--- src/rtl/jtframe_tile_pkg.sv ---
// Shared tile geometry, map-entry layout and pixel nibble selection for the tile fetcher.
package jtframe_tile_pkg;

    localparam int TILE_W   = 8;
    localparam int ROW_BITS = 3;

    localparam int ATTR_CW   = 10;
    localparam int ATTR_PALW = 4;

    // Map RAM word layout, MSB first: {hflip, pal, code}
    typedef struct packed {
        logic                 hflip;
        logic [ATTR_PALW-1:0] pal;
        logic [ATTR_CW-1:0]   code;
    } tile_attr_t;

    // Nibble 0 is the leftmost pixel; hflip mirrors the column (7 - idx)
    function automatic logic [3:0] nibble_sel(input logic [31:0]         row,
                                              input logic [ROW_BITS-1:0] idx,
                                              input logic                hflip);
        logic [ROW_BITS-1:0] n;
        n = hflip ? ~idx : idx;
        return row[{n, 2'b00} +: 4];
    endfunction

endpackage

--- src/rtl/jtframe_tilefetch_cache.sv ---
// Two-entry tile column store: current and prefetched column, with hit compare,
// promotion of the prefetched entry and the pixel nibble mux.
module jtframe_tilefetch_cache
    import jtframe_tile_pkg::*;
#(
    parameter int HW   = 8,
    parameter int PALW = 4
)(
    input  logic                   rst,
    input  logic                   clk,
    input  logic                   inval,
    input  logic [HW-ROW_BITS-1:0] tag,
    input  logic [ROW_BITS-1:0]    idx,
    input  logic                   wr,
    input  logic                   wr_nxt,
    input  logic [HW-ROW_BITS-1:0] wr_tag,
    input  logic                   wr_hflip,
    input  logic [PALW-1:0]        wr_pal,
    input  logic [31:0]            wr_row,
    output logic                   hit,
    output logic                   next_ready,
    output logic [PALW+3:0]        pxl
);

    localparam int TW = HW - ROW_BITS;

    logic          cur_v, nxt_v;
    logic [TW-1:0] cur_tag, nxt_tag, tag_inc;
    logic          cur_hflip, nxt_hflip;
    logic [PALW-1:0] cur_pal, nxt_pal;
    logic [31:0]   cur_row, nxt_row;
    logic          hit_cur, hit_nxt;

    assign tag_inc    = tag + 1'b1;
    assign hit_cur    = cur_v && cur_tag == tag;
    assign hit_nxt    = nxt_v && nxt_tag == tag;
    // A pending invalidation means the entries belong to the previous line's scroll
    assign hit        = !inval && (hit_cur || hit_nxt);
    assign next_ready = (nxt_v && nxt_tag == tag_inc) || (cur_v && cur_tag == tag_inc);

    always_comb begin
        pxl = '0;
        if (hit) begin
            if (hit_cur) pxl = {cur_pal, nibble_sel(cur_row, idx, cur_hflip)};
            else         pxl = {nxt_pal, nibble_sel(nxt_row, idx, nxt_hflip)};
        end
    end

    always_ff @(posedge clk or posedge rst) begin
        if (rst) begin
            cur_v     <= 1'b0;
            cur_tag   <= '0;
            cur_hflip <= 1'b0;
            cur_pal   <= '0;
            cur_row   <= '0;
            nxt_v     <= 1'b0;
            nxt_tag   <= '0;
            nxt_hflip <= 1'b0;
            nxt_pal   <= '0;
            nxt_row   <= '0;
        end else if (inval) begin
            cur_v <= 1'b0;
            nxt_v <= 1'b0;
        end else begin
            if (!hit_cur && hit_nxt) begin
                cur_v     <= 1'b1;
                cur_tag   <= nxt_tag;
                cur_hflip <= nxt_hflip;
                cur_pal   <= nxt_pal;
                cur_row   <= nxt_row;
                nxt_v     <= 1'b0;
            end
            if (wr && wr_nxt) begin
                nxt_v     <= 1'b1;
                nxt_tag   <= wr_tag;
                nxt_hflip <= wr_hflip;
                nxt_pal   <= wr_pal;
                nxt_row   <= wr_row;
            end else if (wr) begin
                cur_v     <= 1'b1;
                cur_tag   <= wr_tag;
                cur_hflip <= wr_hflip;
                cur_pal   <= wr_pal;
                cur_row   <= wr_row;
            end
        end
    end

endmodule

--- src/rtl/jtframe_tilefetch.sv ---
// Per-scanline tile fetch sequencer: map RAM read, then one ROM row per tile column,
// feeding the line buffer through a two-entry column cache with one-tile prefetch.
module jtframe_tilefetch
    import jtframe_tile_pkg::*;
#(
    parameter int HW   = 8,
    parameter int VW   = 8,
    parameter int CW   = 10,
    parameter int PALW = 4,
    parameter int PW   = PALW + 4,
    parameter int MAPW = 10
)(
    input  logic                  rst,
    input  logic                  clk,
    input  logic [HW-1:0]         hscan,
    input  logic [VW-1:0]         vscan,
    input  logic [HW-1:0]         hscr,
    input  logic [VW-1:0]         vscr,
    output logic [MAPW-1:0]       map_addr,
    input  logic [CW+PALW:0]      map_data,
    output logic [CW+2:0]         rom_addr,
    output logic                  rom_cs,
    input  logic                  rom_ok,
    input  logic [31:0]           rom_data,
    output logic [PW-1:0]         pxl_data,
    output logic                  pxl_ok
);

    localparam int TW = HW - ROW_BITS;

    localparam logic [1:0] ST_IDLE    = 2'd0;
    localparam logic [1:0] ST_MAPWAIT = 2'd1;
    localparam logic [1:0] ST_ROMREQ  = 2'd2;

    logic [1:0]          st;
    logic [VW-1:0]       vscan_q, vscr_l, vpos;
    logic [HW-1:0]       hscr_l, hpos;
    logic                vchg;
    logic                hit, next_ready;
    logic                start_miss, start_pre, wr;
    logic [TW-1:0]       fetch_tag, ftag_q;
    logic [ROW_BITS-1:0] row_q;
    logic                pre_q, stale_q, hflip_q;
    logic [PALW-1:0]     pal_q;

    assign vchg = vscan != vscan_q;
    assign hpos = hscan + hscr_l;
    assign vpos = vscan + vscr_l;

    // No new fetch while the scroll is being relatched: hpos/vpos are still stale
    assign start_miss = !vchg && !hit;
    assign start_pre  = !vchg && hit && hpos[ROW_BITS-1] && !next_ready;
    assign fetch_tag  = hpos[HW-1:ROW_BITS] + {{(TW-1){1'b0}}, start_pre};
    assign wr         = st == ST_ROMREQ && rom_ok && !stale_q && !vchg;

    always_ff @(posedge clk or posedge rst) begin
        if (rst) begin
            st       <= ST_IDLE;
            vscan_q  <= '0;
            hscr_l   <= '0;
            vscr_l   <= '0;
            map_addr <= '0;
            rom_addr <= '0;
            rom_cs   <= 1'b0;
            ftag_q   <= '0;
            row_q    <= '0;
            pre_q    <= 1'b0;
            stale_q  <= 1'b0;
            hflip_q  <= 1'b0;
            pal_q    <= '0;
        end else begin
            vscan_q <= vscan;
            if (vchg) begin
                hscr_l <= hscr;
                vscr_l <= vscr;
            end
            case (st)
                ST_IDLE: if (start_miss || start_pre) begin
                    map_addr <= {vpos[VW-1:ROW_BITS], fetch_tag};
                    ftag_q   <= fetch_tag;
                    row_q    <= vpos[ROW_BITS-1:0];
                    pre_q    <= start_pre;
                    stale_q  <= 1'b0;
                    st       <= ST_MAPWAIT;
                end
                ST_MAPWAIT: begin
                    hflip_q  <= map_data[CW+PALW];
                    pal_q    <= map_data[CW +: PALW];
                    rom_addr <= {map_data[CW-1:0], row_q};
                    rom_cs   <= 1'b1;
                    st       <= ST_ROMREQ;
                end
                ST_ROMREQ: if (rom_ok) begin
                    rom_cs <= 1'b0;
                    st     <= ST_IDLE;
                end
                default: st <= ST_IDLE;
            endcase
            // The slot transfer still completes, but its row is dropped
            if (vchg && st != ST_IDLE) stale_q <= 1'b1;
        end
    end

    jtframe_tilefetch_cache #(
        .HW   (HW),
        .PALW (PALW)
    ) u_cache (
        .rst        (rst),
        .clk        (clk),
        .inval      (vchg),
        .tag        (hpos[HW-1:ROW_BITS]),
        .idx        (hpos[ROW_BITS-1:0]),
        .wr         (wr),
        .wr_nxt     (pre_q),
        .wr_tag     (ftag_q),
        .wr_hflip   (hflip_q),
        .wr_pal     (pal_q),
        .wr_row     (rom_data),
        .hit        (hit),
        .next_ready (next_ready),
        .pxl        (pxl_data)
    );

    assign pxl_ok = hit;

endmodule

--- config.mk ---
export PLATFORM = sky130hd
export DESIGN_NAME = jtframe_tilefetch
export DESIGN_NICKNAME = d
export VERILOG_FILES = /design/src/rtl/jtframe_tile_pkg.sv /design/src/rtl/jtframe_tilefetch_cache.sv /design/src/rtl/jtframe_tilefetch.sv
export SDC_FILE = /design/constraint.sdc
export NUM_CORES = 1
export LEC_CHECK = 0
export BUFFER_PORTS_ARGS = -buffer_cell sky130_fd_sc_hd__buf_4
export CAP_MARGIN = 20
export CORE_ASPECT_RATIO = 0.9
export CORE_MARGIN = 2
export CORE_UTILIZATION = 60
export CTS_CLUSTER_SIZE = 25
export DETAILED_ROUTE_END_ITERATION = 16
export GPL_ROUTABILITY_DRIVEN = 0
export HOLD_SLACK_MARGIN = 0.15
export PLACE_DENSITY_LB_ADDON = 0.15
export SLEW_MARGIN = 20
export SYNTH_ARGS = -nofsm -noshare
export SYNTH_HDL_FRONTEND = slang
export SYNTH_HIERARCHICAL = 1
export SYNTH_SLANG_ARGS = --single-unit
--- constraint.sdc ---
create_clock -name clk -period 8.1 [get_ports clk]
set_input_delay 1.62 -clock clk [delete_from_list [all_inputs] [get_ports clk]]
set_output_delay 1.62 -clock clk [all_outputs]
set_load 0.01 [all_outputs]
**Word-level counts from Yosys, hierarchy flattened**

Index checks and enable logic that the tools add are counted.

- Mux-type cells: 31
- $add $sub $neg: 4
- Equal/unequal tests: 9
- Reduce and logical (&&, ||, !) cells: 34
- Bitwise operators: 2
- Shift operators: 2

Operators by type and width:

| operator | number |
|---|---|
| 32-bit 2-to-1 mux | 3 |
| 32-bit by 6-bit variable part select with 4-bit output | 2 |
| 5-bit equality test | 4 |
| 8-bit adder | 2 |
| 8-bit 2-to-1 mux | 2 |
| 1-bit logical AND | 15 |
| 5-bit 2-to-1 mux | 3 |
| 1-bit 2-to-1 mux | 14 |
| 4-bit 2-to-1 mux | 3 |
| 2-bit AND reduction | 5 |
| 8-bit inequality test | 1 |
| 2-bit nonzero test | 4 |
| 3-bit 2-to-1 mux | 2 |
| 2-bit case mux with 3 select lines | 1 |
| 5-bit by 1-bit adder with 5-bit output | 1 |
| 5-bit by 1-bit adder with 5-bit output, second input constant | 1 |
| 1-bit zero test | 5 |
| 2-bit 2-to-1 mux | 2 |
| 2-bit inequality test, second input constant | 2 |
| 1-bit logical OR | 3 |
| 3-bit NOT | 1 |
| 3-bit nonzero test | 1 |
| 2-bit by 1-bit equality test with 1-bit output, second input constant | 1 |
| 2-bit equality test, second input constant | 1 |
| 3 further kinds | 3 |

- Register bits: 151
- Output and inout bits: 33
- Word-level logic and storage cells: 105
- Input port bits: 82

**Logic depth before layout (Yosys ltp)**

Gate-level depths: netlist of the first run.

- Depth in word-level cells: 12
- Mapped depth: 20
- Depth with buffers taken out: 19

**Cells and area by module**

The synthesis of the first run kept the hierarchy.

Modules (own cells, without submodules):

| module | instances | cells each | area an instance (sq um) | seq. area each (sq um) |
|---|---|---|---|---|
| jtframe_tilefetch_cache | 1 | 493 | 5081.1 | 2152.1 |
| jtframe_tilefetch | 1 | 250 | 3061.7 | 1501.4 |

**Least setup slack after synthesis of the first run**

OpenSTA, ideal clock, no wires.

- Path kind: input port to output port
- Start point: input hscan[0]
- End point: output pxl_data[0]
- Stages on the path: 12
- Data arrival time: 4.163 ns
- Buffers on the path: 0
- Required time: 6.480 ns
- Setup slack: 2.317 ns
- Path through: ha_1 -> inv_1 -> fa_1 -> nor2b_1 -> o22ai_1 -> xnor2_1 -> xor2_1 -> nor4_4 -> nand3_4 -> nor2_4 -> o21ai_0 -> a21oi_1

- Cells in the longest elaborated chain, start to end: 6
- Elaborated cells between the ends (all ways): 14
- Those cells by class: 1 x add/sub; 2 x eq/ne; 2 x shift; 4 x mux; 1 x bitwise; 4 x reduce/logical

Ends and longest elaborated chain:

| element | RTL line | RTL |
|---|---|---|
| start: declaration | jtframe_tilefetch.sv:15 | `input logic [HW-1:0] hscan,` |
| 8-bit adder (*) | jtframe_tilefetch.sv:47 | `assign hpos = hscan + hscr_l;` |
| via hpos[4] | jtframe_tilefetch.sv:37 | `logic [HW-1:0] hscr_l, hpos;` |
| 5-bit equality test, on equally long branches | jtframe_tilefetch_cache.sv:35, jtframe_tilefetch_cache.sv:36 |  |
| 1-bit logical AND, on equally long branches | jtframe_tilefetch_cache.sv:35, jtframe_tilefetch_cache.sv:36 |  |
| 1-bit logical OR | jtframe_tilefetch_cache.sv:38 | `assign hit = !inval && (hit_cur \|\| hit_nxt);` |
| 1-bit logical AND | jtframe_tilefetch_cache.sv:38 |  |
| 8-bit 2-to-1 mux (*) | jtframe_tilefetch_cache.sv:43 | `if (hit) begin` |
| end: declaration | jtframe_tilefetch.sv:25 | `output logic [PW-1:0] pxl_data,` |

Mark *: on every way through the listed nets, which the timed path passes. The rest lies on a longest branch.

**Worst setup path in the final report of the first run**

- Start point: input hscan[0]
- End point: output pxl_data[4]

Same word-level chain as after synthesis.

==> results of run 1 <==
## state kept, by name (all words and copies together) (netlist names), 5 cells and up
register and cells:
vscan_q 8, u_cache/nxt_row 32, u_cache/cur_row 32, u_cache/nxt_tag 5, u_cache/cur_tag 5, rom_addr 13, vscr_l 8, map_addr 10
hscr_l 8
## layout make-up
| cell class | count | area [um2] | share of cell area [%] |
|---|---|---|---|
| multi-input combinational | 530 | 4150 | 43.1 |
| sequential | 146 | 3650 | 37.9 |
| timing repair buffer | 121 | 932 | 9.68 |
| clock buffer | 18 | 439 | 4.56 |
| tap | 168 | 210 | 2.18 |
| clock inverter | 12 | 165 | 1.72 |
| inverter | 20 | 76.3 | 0.793 |
## kinds of logic after synthesis
group	count (synthesis)	synth area share, %
multiplexers	81	11.7
XOR/XNOR	40	4.30
AND/OR/NAND/NOR	175	12.3
flip-flops	146	44.9
AO/OA/AOI/OAI	215	19.4
adder cells (fa/ha/maj)	19	3.10
buffers and inverters	67	4.27
## worst max path at each step
stage,to,slack (ns)
6_report,pxl_data[4],1.49
5_1_grt,pxl_data[5],1.18
4_1_cts,pxl_data[5],1.49
3_5_place_dp,pxl_data[5],1.52
3_3_place_gp,pxl_data[6],1.77
2_1_floorplan,pxl_data[0],2.32
## critical path, stage by stage
cell     delay (ns)
buf_4          0.08
ha_1           0.19
inv_1          0.07
fa_1           0.39
nor2b_1        0.20
o22ai_1        0.13
xnor2_1        0.58
xor2_1         0.14
nor4_1         0.30
and3_1         0.62
nor2_4         0.19
a22oi_1        0.22
nor2_1         0.06
buf_4          0.18
## where the power goes
part / internal (mW) / switching, mW / total [mW]
clock: 0.516 / 0.296 / 0.812
combinational: 0.155 / 0.195 / 0.350
sequential: 0.763 / 0.0253 / 0.789
## metal layers
| metal | vias up | global-route usage [%] |
|---|---|---|
| met1 | 3226 | 38.7 |
| met3 | 44 | 7.80 |
| met2 | 280 | 45.9 |
| met4 | 0 | 11.4 |
| li1 | 2925 | - |
| met5 | - | 0 |
## through the flow
step	total power [mW]	std cells	utilization [%]	area (um2)	hold slack, ns
final	1.95	1015	72.3	9630	0.482
after global placement	1.12	984	67.5	8990	0.458
after global routing	2.03	1015	72.3	9630	0.504
after floorplan	1.02	743	-	8140	0.440
after CTS	1.96	1014	72.1	9600	0.482
after detailed placement	1.14	984	67.5	8990	0.468
## cell usage in the layout, fill, tap and decap left out, types with 22 or more instances in the layout
cell type	count
xor2_1	28
mux2_2	63
a21o_1	45
and3_1	44
a21oi_1	22
a31o_1	34
o21ai_0	32
nand2_1	33
buf_4	119
dfrtp_1	146
nor2_1	34
==> results.md, run 1 <==
* Flop2flop setup slack at 3.07 ns
* Worst EP required at around 6.5 ns
* Sequential area share after synthesis at 44.9%
* Die area at 14,500 um2
* Total Routed Length at 20.6 mm
* Vias per inst at 6.38
* Cell count of the worst reg-to-reg path at 18
* Max-cap violations at 0
* Initial antenna violation count at 0
* Nets at between 900 and 1,000
* Final setup viols at 0
* Row count at 40
* Netlist cell types at 70
* Warnings, synthesis at 6
* Largest net degree at the start of global routing at 88
* R2r endpoint: map_addr[4]
* Inserted Diodes at 0
* Leakage dissipation at slightly above 5 nW
* Crit path arrival time at 4.99 ns
* #FFs+latches synth at 146
* Yosys top cell area share at between 40% and 50%
* Top post-synthesis cells by area: dfrtp_1 45%, mux2_2 8.7%, a21o_1 4.1%, a31o_1 3.7%, and3_1 3.4%
* WS Path Type: input pin to primary output
* Slew Viols, Final at 0
* Startpoint Class: input pin
* Final ANT Viol Nets at 0
* Setup crit end kind: primary output
* Clock Tree Buf Depth at 2
* WL met3 at 1.58 mm
* First-pass iteration count of the detailed router at 5
* Gr ovfl total at 0
* Layout cells sized above 1 at 30.2%
* Fmax at approximately 150 MHz
* Sink Count at 146
* H-tree depth at 4
* Syn nets at between 800 and 900
* RSZ-0062 raised after global routing: false
* Die Width at 127 um
* Area grow syn2layout at 18.2%
* Root Buffer: clkbuf_16
* Vias in the first global route at 6,510
* Worst Tran Pin Value at 0.927 ns
* Fill count at 933
* Most instantiated library cell after synthesis: dfrtp_1
* Fin Setup TNS at 0 ns
* Synth area leader: dfrtp_1
* Setup slack at placement at 1.52 ns
* Hold-fix buffers at CTS at 0
* Worst hold endpoint: u_cache/cur_pal[3]
* Post-CTS sizing at 0
* Slew margin rel. at a little under two fifths
* First-pass GRT wire length at 33.0 mm
* GR Util All Layers at 29.1%
* Total CTS buffers at 17
* Avg Cell Area, Syn at 11.0 um2
* Most used flip-flop cell after synthesis: dfrtp_1
* Outcome: complete, no violations
* Reg2reg start: hscr_l[0]
* I/O pin count at 115
* Number of port buffers at 114
* Highest routed metal layer: met4
* M1 WL at 8.85 mm
* Fin crit period at about 6.6 ns
* Starting Density at about three fifths
* Post-synth top cells: 146 x dfrtp_1, 63 x mux2_2, 45 x a21o_1, 44 x and3_1
* CP max FO at 10
* Die Span Y at between 100 and 150 um
* Final hold violations at 0
* Synthesized area at between 8000 and 9000 um2
* Detail Route met2 WL at 9.68 mm
* Pwr/cell area at 203 nW/um2
* Worst Skew at 0.00771 ns
* Core area at 13,300 um2
* Initial drt markers at 442
* EDFF count, synth at 0
* Max VDD drop at 195 uV
* CTS tree: done
* Fin crit share at roughly 82%
* Cell count after synthesis at 743
* Residual DRC at 0
* Via Count at 6,475
* Clk slew on worst S/H paths at 0.05 ns
* Setup ws final at 1.49 ns
* FFs w/ async S/R, synth at 100%
* Detail Placement HPWL at 13.8 mm
* Worst-Skew Late Latency at 0.42 ns
* Post-CTS Setup Bufs at 0
* Hold Crit Class: flop to flop
* Wire per inst at 20.3 um
* Critical path origin: hscan[0]
* Hold_sp: u_cache/cur_pal[3]
* WHS Path Cells at 1
Power figures use the tool's default switching activity.
==> run 2, diff against run 1 <==
CORE_UTILIZATION = 58   (was 60)
clock period = 6.92 ns   (was 8.1 ns; I/O delays follow)
==> results.md, run 2 (synthesis results as in run 1) <==
* Row count at 41
* Area grow syn2layout at 18.2%
* Fin crit share at 89.1%
* Leakage dissipation at roughly 5 nW
* Final Util at roughly 70%
* Max-cap violations at 0
* Fin Setup TNS at 0 ns
* Worst Skew at 0.00889 ns
* Layout cells sized above 1 at 30.1%
* Final setup viols at 0
* Delay-heaviest family, CP: buffers and inverters
* Post-CTS Setup Bufs at 0
* Total Power at 2.24 mW
* Number of port buffers at 114
* Slew Viols, Final at 0
* Fin cells at just over 1,000
* Flop2flop setup slack at 1.98 ns
* H-tree depth at 4
* Sink Count at 146
* CP max stage cell: inv_1
* Largest stage delay on the critical path at 0.61 ns
* Setup ws final at 0.757 ns
* Nets at 938
* Inst Count DP at approximately 990
* Slew margin rel. at between 40% and 50%
* First-pass GRT wire length at 33.0 mm
* CTS tree: done
* RSZ-0062 raised after global routing: false
* Core area at 13,900 um2
* GR Util All Layers at 28.3%
* Vias per inst at 6.22
* Die Span Y at 116 um
* Reg2reg start: hscr_l[0]
* Hold_sp: u_cache/cur_pal[2]
* Placed Area at 9000 um2
* Final Hold Slack at 0.484 ns
* Starting Density at 58.8%
* Vias in the first global route at 6,509
* Residual DRC at 0
* Outcome: complete, no violations
* Most frequent cells in the layout: 146 x dfrtp_1, 120 x buf_4, 63 x mux2_2
* Finished Cell Area at around 9600 um2
* Clock Tree Buf Depth at 2
* Cell count of the worst reg-to-reg path at 18
* Wire per inst at 19.7 um
* Worst hold endpoint: u_cache/cur_pal[2]
* R2r endpoint: map_addr[4]
* Setup slack at placement at approximately 0.9 ns
* Initial antenna violation count at 0
* Worst Tran Pin Value at 0.852 ns
* Inserted Diodes at 0
* Fmax at 162 MHz
* Clk slew on worst S/H paths at 0.06 ns
* First-pass iteration count of the detailed router at 5
* WHS Path Cells at 1
* Die Width at 129 um
* Crit path arrival time at around 4.8 ns
* Worst-Skew Late Latency at ~0.43 ns
* Crit-path cells: buf_4 > ha_1 > inv_1 > fa_1 > inv_1 > nand2b_1 > mux2_2 > o22ai_1 > a2111oi_0 > a21oi_1 > o22ai_1 > buf_4
* Pwr/cell area at between 200 and 250 nW/um2
* Die area at 15,000 um2
* Total Routed Length at ~20 mm
* Final hold violations at 0
* Hold Crit Class: flop to flop
* Worst EP required at 5.54 ns
* Final ANT Viol Nets at 0
* WS Path Type: input pin to primary output
* Via Count at 6,355
* Total CTS buffers at 17
* Max VDD drop at 187 uV
* Detail Placement HPWL at 13.9 mm
* CP max FO at 26
* Gr ovfl total at 0
* Root Buffer: clkbuf_16
* Setup crit end kind: primary output
* Initial drt markers at 564
* Top Registers: u_cache/cur_row (32), u_cache/nxt_row (32), rom_addr (13)
* Post-CTS sizing at 0
* Hold-fix buffers at CTS at 0
* Commonest non-fill, non-tap cell in the layout: dfrtp_1
* Fin crit period at 6.16 ns
* CP Buf/Inv Count at 4
* Startpoint Class: input pin
* Largest net degree at the start of global routing at just under 90
* CP Depth at 12
* I/O pin count at 115
-- run 2: cell count changes in the layout (fill, tap and decap cells not counted) --
cell        previous run  this run
buf_4                119       120
bufinv_16              4         2
clkbuf_1               0         2
clkbuf_8               1         2
clkinv_2               7         3
clkinv_4               0         2
clkinvlp_4             2         3
inv_6                  0         2
nor2b_1                8         9
nor2b_2                2         1
-- run 2: worst max-delay path by stage --
stage                     slack [ns]  startpoint           to
after floorplan                 1.61    hscan[0]  pxl_data[0]
after global placement          1.06    hscan[0]  pxl_data[0]
after detailed placement        0.90    hscan[0]  pxl_data[3]
after CTS                       0.91    hscan[0]  pxl_data[1]
after global routing            0.59    hscan[0]  pxl_data[3]
final                           0.76    hscan[0]  pxl_data[3]
-- run 2: power breakdown --
group / switching (mW) / leakage (nW) / internal (mW) / total, mW
sequential: 0.0282 / 1.97 / 0.893 / 0.922
clock: 0.367 / 0.280 / 0.551 / 0.919
combinational: 0.220 / 2.83 / 0.181 / 0.401
total: 0.615 / 5.08 / 1.63 / 2.24
-- run 2: cell type report --
cell class / instances / area, um2
fill: 1073 / 4230
multi-input combinational: 530 / 4150
sequential: 146 / 3650
timing repair buffer: 122 / 940
clock buffer: 21 / 460
tap: 172 / 215
clock inverter: 11 / 128
inverter: 20 / 76.3
-- run 2: routing by layer --
layer	vias to the layer above	track usage, %	share of wire, %
met5	-	0	0
met3	35	7.28	6.5
met2	249	44.5	47
met1	3125	38.8	45
met4	0	9.49	1.8
li1	2946	-	-
